$ cat config.mk
export PLATFORM = sky130hd
export DESIGN_NAME = fifo_drain_packer
export DESIGN_NICKNAME = d
export VERILOG_FILES = /design/src/rtl/fifo_drain_pkg.sv /design/src/rtl/fifo_drain_obuf.sv /design/src/rtl/fifo_drain_packer.sv
export SDC_FILE = /design/constraint.sdc
export NUM_CORES = 1
export LEC_CHECK = 0
export CAP_MARGIN = 20
export CORE_MARGIN = 8
export CORE_UTILIZATION = 25
export CTS_CLUSTER_DIAMETER = 50
export DETAILED_ROUTE_END_ITERATION = 10
export GPL_ROUTABILITY_DRIVEN = 0
export SLEW_MARGIN = 20
export SYNTH_ARGS = -nofsm -noshare
export SYNTH_HDL_FRONTEND = slang
export SYNTH_SLANG_ARGS = --single-unit
$ cat constraint.sdc
create_clock -name clk -period 3.3 [get_ports clk]
set_input_delay 0.66 -clock clk [delete_from_list [all_inputs] [get_ports clk]]
set_output_delay 0.66 -clock clk [all_outputs]
set_load 0.03 [all_outputs]
$ cat src/rtl/fifo_drain_pkg.sv
// Shared types and helpers for the FIFO read-side drain/packer.
package fifo_drain_pkg;

  localparam int unsigned FIFO_WIDTH_DEF = 16;
  localparam int unsigned PACK_DEF       = 2;

  typedef enum logic [1:0] {
    ST_PACK  = 2'd0,
    ST_FLUSH = 2'd1,
    ST_EMIT  = 2'd2
  } state_t;

  // Lane-keep mask with the low cnt lanes set (cnt up to 8).
  function automatic logic [7:0] keep_mask(input logic [3:0] cnt);
    return 8'((9'(1) << cnt) - 9'(1));
  endfunction

endpackage

$ cat src/rtl/fifo_drain_obuf.sv
// Single-beat output holding slot on a valid/ready stream.
module fifo_drain_obuf #(
  parameter int unsigned BEAT_W = 32,
  parameter int unsigned KEEP_W = 2
) (
  input  logic              clk,
  input  logic              rst,
  input  logic              load,
  input  logic [BEAT_W-1:0] load_data,
  input  logic [KEEP_W-1:0] load_keep,
  input  logic              load_last,
  output logic [BEAT_W-1:0] m_data,
  output logic [KEEP_W-1:0] m_keep,
  output logic              m_last,
  output logic              m_valid,
  input  logic              m_ready,
  output logic              slot_free_c
);

  assign slot_free_c = !m_valid || m_ready;

  // Payload only changes on load, so it stays stable while stalled.
  always_ff @(posedge clk or posedge rst) begin
    if (rst) begin
      m_data  <= '0;
      m_keep  <= '0;
      m_last  <= 1'b0;
      m_valid <= 1'b0;
    end else if (load) begin
      m_data  <= load_data;
      m_keep  <= load_keep;
      m_last  <= load_last;
      m_valid <= 1'b1;
    end else if (m_ready) begin
      m_valid <= 1'b0;
    end
  end

endmodule

$ cat src/rtl/fifo_drain_packer.sv
// Drains a registered-read FIFO, packs PACK words per beat and supports
// flushing a partial beat with a lane-keep mask.
module fifo_drain_packer
  import fifo_drain_pkg::*;
#(
  parameter int unsigned FIFO_WIDTH = FIFO_WIDTH_DEF,
  parameter int unsigned PACK       = PACK_DEF
) (
  input  logic                       clk,
  input  logic                       rst,
  output logic                       fifo_rd_en,
  input  logic [FIFO_WIDTH-1:0]      fifo_data_out,
  input  logic                       fifo_empty,
  input  logic                       fifo_underflow,
  output logic [FIFO_WIDTH*PACK-1:0] m_data,
  output logic [PACK-1:0]            m_keep,
  output logic                       m_valid,
  input  logic                       m_ready,
  output logic                       m_last,
  input  logic                       flush,
  output logic                       flush_done,
  output logic                       busy,
  output logic [7:0]                 err_cnt
);

  localparam int unsigned CNT_W  = $clog2(PACK + 1);
  localparam int unsigned IDX_W  = $clog2(PACK);
  localparam int unsigned SUM_W  = CNT_W + 1;
  localparam int unsigned BEAT_W = FIFO_WIDTH * PACK;

  state_t                         state, state_n;
  logic [PACK-1:0][FIFO_WIDTH-1:0] asm_data, asm_data_n, load_data;
  logic [CNT_W-1:0]               asm_cnt, asm_cnt_n;
  logic                           rd_pend;
  logic                           slot_free_c;
  logic                           load, load_last, done_n, busy_n, flush_ok;
  logic [PACK-1:0]                load_keep, part_keep;

  // Next-state, assembly update and slot-load decisions.
  always_comb begin
    state_n    = state;
    asm_data_n = asm_data;
    asm_cnt_n  = asm_cnt;
    load       = 1'b0;
    load_last  = 1'b0;
    load_keep  = '1;
    load_data  = '0;
    done_n     = 1'b0;
    part_keep  = PACK'(keep_mask(4'(asm_cnt)));
    fifo_rd_en = !rst && (state == ST_PACK) && !fifo_empty &&
                 ((SUM_W'(asm_cnt) + SUM_W'(rd_pend)) < SUM_W'(PACK));
    // Nothing in flight and nothing being read: a flush can resolve now.
    flush_ok   = !rd_pend && !fifo_rd_en && slot_free_c;

    if (rd_pend) begin
      asm_data_n[IDX_W'(asm_cnt)] = fifo_data_out;
      asm_cnt_n = CNT_W'(asm_cnt + CNT_W'(1));
    end

    case (state)
      ST_PACK: begin
        if (flush && flush_ok && (asm_cnt != CNT_W'(PACK))) begin
          if (asm_cnt == '0) begin
            done_n = 1'b1;
          end else begin
            load      = 1'b1;
            load_last = 1'b1;
            load_keep = part_keep;
            asm_cnt_n = '0;
            state_n   = ST_EMIT;
          end
        end else begin
          if ((asm_cnt == CNT_W'(PACK)) && slot_free_c) begin
            load      = 1'b1;
            asm_cnt_n = '0;
          end
          if (flush) state_n = ST_FLUSH;
        end
      end
      ST_FLUSH: begin
        if (!rd_pend && slot_free_c) begin
          if (asm_cnt == '0) begin
            done_n  = 1'b1;
            state_n = ST_PACK;
          end else begin
            load      = 1'b1;
            load_last = 1'b1;
            load_keep = part_keep;
            asm_cnt_n = '0;
            state_n   = ST_EMIT;
          end
        end
      end
      ST_EMIT: begin
        if (m_valid && m_ready) begin
          done_n  = 1'b1;
          state_n = ST_PACK;
        end
      end
      default: state_n = ST_PACK;
    endcase

    for (int i = 0; i < int'(PACK); i++) begin
      load_data[i] = load_keep[i] ? asm_data[i] : '0;
    end

    busy_n = fifo_rd_en || (asm_cnt_n != '0) || load ||
             (m_valid && !m_ready) || (state_n != ST_PACK);
  end

  always_ff @(posedge clk or posedge rst) begin
    if (rst) begin
      state      <= ST_PACK;
      asm_data   <= '0;
      asm_cnt    <= '0;
      rd_pend    <= 1'b0;
      flush_done <= 1'b0;
      busy       <= 1'b0;
      err_cnt    <= '0;
    end else begin
      state      <= state_n;
      asm_data   <= asm_data_n;
      asm_cnt    <= asm_cnt_n;
      rd_pend    <= fifo_rd_en;
      flush_done <= done_n;
      busy       <= busy_n;
      if (fifo_underflow && (err_cnt != 8'hFF)) err_cnt <= err_cnt + 8'd1;
    end
  end

  fifo_drain_obuf #(
    .BEAT_W(BEAT_W),
    .KEEP_W(PACK)
  ) u_obuf (
    .clk         (clk),
    .rst         (rst),
    .load        (load),
    .load_data   (load_data),
    .load_keep   (load_keep),
    .load_last   (load_last),
    .m_data      (m_data),
    .m_keep      (m_keep),
    .m_last      (m_last),
    .m_valid     (m_valid),
    .m_ready     (m_ready),
    .slot_free_c (slot_free_c)
  );

endmodule

==> flow_summary.ini <==
[run]
cap_viol_max_count = 0

[outcome]
status = completed

[global_route]
grt.total_usage_pct = 9.08
antenna_found_initial = 0
grt_pass1_wl_mm = 12.8
grt_max_degree = 45
grt-ovfl-total = 0
grt_pass1_vias = 2387

[critical_path]
worstPathCellList = clkdlybuf4s50_1, nor4_4, nand2_1, inv_1, clkdlybuf4s50_1
critPathArrivalTime_ns = 2.37
required_ns = 2.64
worstSetupPathType = primary input to output pin
critPathMaxFanout = 3
path_delay_family = buffers and inverters
crit_buf_inv = 3
slowest_stage = clkdlybuf4s50_1
slowest_delay_ns = 0.68
crit_path_frequent_cell = clkdlybuf4s50_1
endpoint_kind = output pin
cp-start-kind = primary input

[synthesis]
synth.area.top_cells = dfrtp_1 (60%), mux2_2 (21%), a21boi_0 (3.5%)
synth-edff-count = 0
syn_inst = 246
avgSynthCellArea_um2 = 14.1
synth_common_cells = dfrtp_1 (83), mux2_2 (65), a21boi_0 (16)
synthArstFlopShare_pct = 100
ys_ff_latch = 83
syn-num-nets = 274
ys_types = 34
yosys.area.top_type = dfrtp_1
ys_warn_count = 0
ys.flop_type = dfrtp_1
synth-seq-area-share_pct = 59.7
yosysMostFrequentCell = dfrtp_1
synth_top_area_share_pct = 59.7
synth_area_um2 = 3480

[clock_tree]
clock_sinks = 83
clockRootBuffer = clkbuf_16
post-cts-setup-buffers = 0
numCtsBuffers = 9
cts_tree = yes
clk_latency_ns = 0.33
cts_htree_levels = 3
cts_resized = 0
clk_pin_slew_ns = 0.06
clk_path_buf_depth = 2
cts_hold_buf = 0

[power]
leakage_nw = 1.95
peakVddDrop_mv = 0.492
power.density_nw_per_um2 = 1100

[timing]
worst_slew_pin_slew_ns = 0.918
slew_violations = 0
final-setup-viol-count = 0
fmax_mhz = 330
slew_headroom_pct = 38.8
finalCritPeriodShare_pct = 91.9
rsz0062_at_grt = false
clock_skew_ns = 0.00462
min_period_ns = 3.03
final.setup.tns_ns = 0
hold_viol = 0

[routing]
drc = 0
via_per_inst = 4.41
vias = 2230
drtPass1Iterations = 5
drtAntennaViolNets = 0
routedWlPerCell_um = 15.1
first_iter_violations = 107
routed_wl_mm = 7.65

[floorplanning]
fp.dieH_um = 134
row_count = 43
fp.dieArea_um2 = 17900
core_area_um2 = 13700
initial_utilization_pct = 25.4
fp.dieW_um = 134
io_pins = 69

[cells_and_area]
syn_to_final_growth_pct = 35.2
fin_nets = 349
fillers = 1386
final_util_pct = 34.3
diodes = 0
final_layout_size_suffix_gt1_share_pct = 27.3
final_cells = 506

[placement]
port_buffers = 68
dp_cells = 490
hpwl_mm = 5.45

[min_path]
hold_class = register to register
==> through the flow <==
stage	cell area (um2)	hold slack, ns	power (mW)	setup WS (ns)
final	4700	0.475	5.15	0.267
after global routing	4700	0.502	5.51	0.129
after CTS	4700	0.476	5.26	0.231
after detailed placement	4410	0.457	4.22	0.252
after global placement	4410	0.452	4.16	0.280
after floorplan	3480	0.474	3.34	0.503
==> cell families after synthesis <==
logic type	after synthesis	share of synthesized area, %
buf+inv	14	2.30
flops	83	59.7
xor+xnor	3	0.755
compound gates	33	6.62
fa+ha+maj	6	2.16
simple gates	40	6.83
mux	67	21.6
==> area by class of cell <==
class                   instances  area, um2  area share, %
flip-flops and latches         83       2080           44.1
repair buffers                 74        738           15.7
clock buffers                  13        250           5.32
inverters                       4       16.3          0.346
multi-input cells             149       1350           28.7
clock inverters                 3       47.5           1.01
well taps                     180        225           4.79
==> report_power, final <==
| group | internal, mW | total, mW | switching [mW] | leakage [nW] |
|---|---|---|---|---|
| logic | 1.16 | 2.34 | 1.18 | 0.802 |
| registers | 1.51 | 1.81 | 0.304 | 1.00 |
| clock network | 0.611 | 1.00 | 0.390 | 0.144 |
| total | 3.28 | 5.15 | 1.87 | 1.95 |
==> layout by cell type (no fill, tap or decap), types with 2 or more instances in the layout <==
cell,count
nor2_1,5
a41oi_1,2
a31oi_1,2
clkinv_4,2
inv_1,3
nand3_1,5
xnor2_1,3
nor2b_1,4
nand2b_1,6
clkbuf_1,3
nand2_1,10
clkdlybuf4s50_1,68
nand4_1,2
a21boi_0,16
mux2_2,65
a21oi_1,6
buf_4,5
dfrtp_1,83
clkbuf_16,9
ha_1,6
o21bai_1,2
==> registers in the layout, indices dropped and copies added (netlist names) <==
name and count:
asm_cnt 2, asm_data 32, busy 1, err_cnt 8, flush_done 1, rd_pend 1
state 2, u_obuf.m_data 32, u_obuf.m_keep 2, u_obuf.m_last 1, u_obuf.m_valid 1
==> path summary, 6_finish.rpt <==
| check | startpoint | to | slack (ns) | cells past startpoint |
|---|---|---|---|---|
| worst max register to register | rd_pend | u_obuf.m_data[6] | 0.97 | 6 |
| min in group asynchronous | rst | busy | 0.83 | 2 |
| worst min-delay path | u_obuf.m_keep[0] | u_obuf.m_keep[0] | 0.48 | 1 |
| worst min register to register | u_obuf.m_keep[0] | u_obuf.m_keep[0] | 0.48 | 1 |
| max in group asynchronous | rst | u_obuf.m_data[6] | 1.80 | 3 |
| worst max-delay path | rst | fifo_rd_en | 0.27 | 5 |
==> per-layer routing <==
metal	GRT usage [%]	part of all wire, %	vias to the layer above
met5	0	0	-
li1	-	-	1029
met4	3.93	1.6	0
met1	10.7	43	1140
met3	3.37	5.7	8
met2	14.6	49	53
Power figures use the tool's default switching activity.
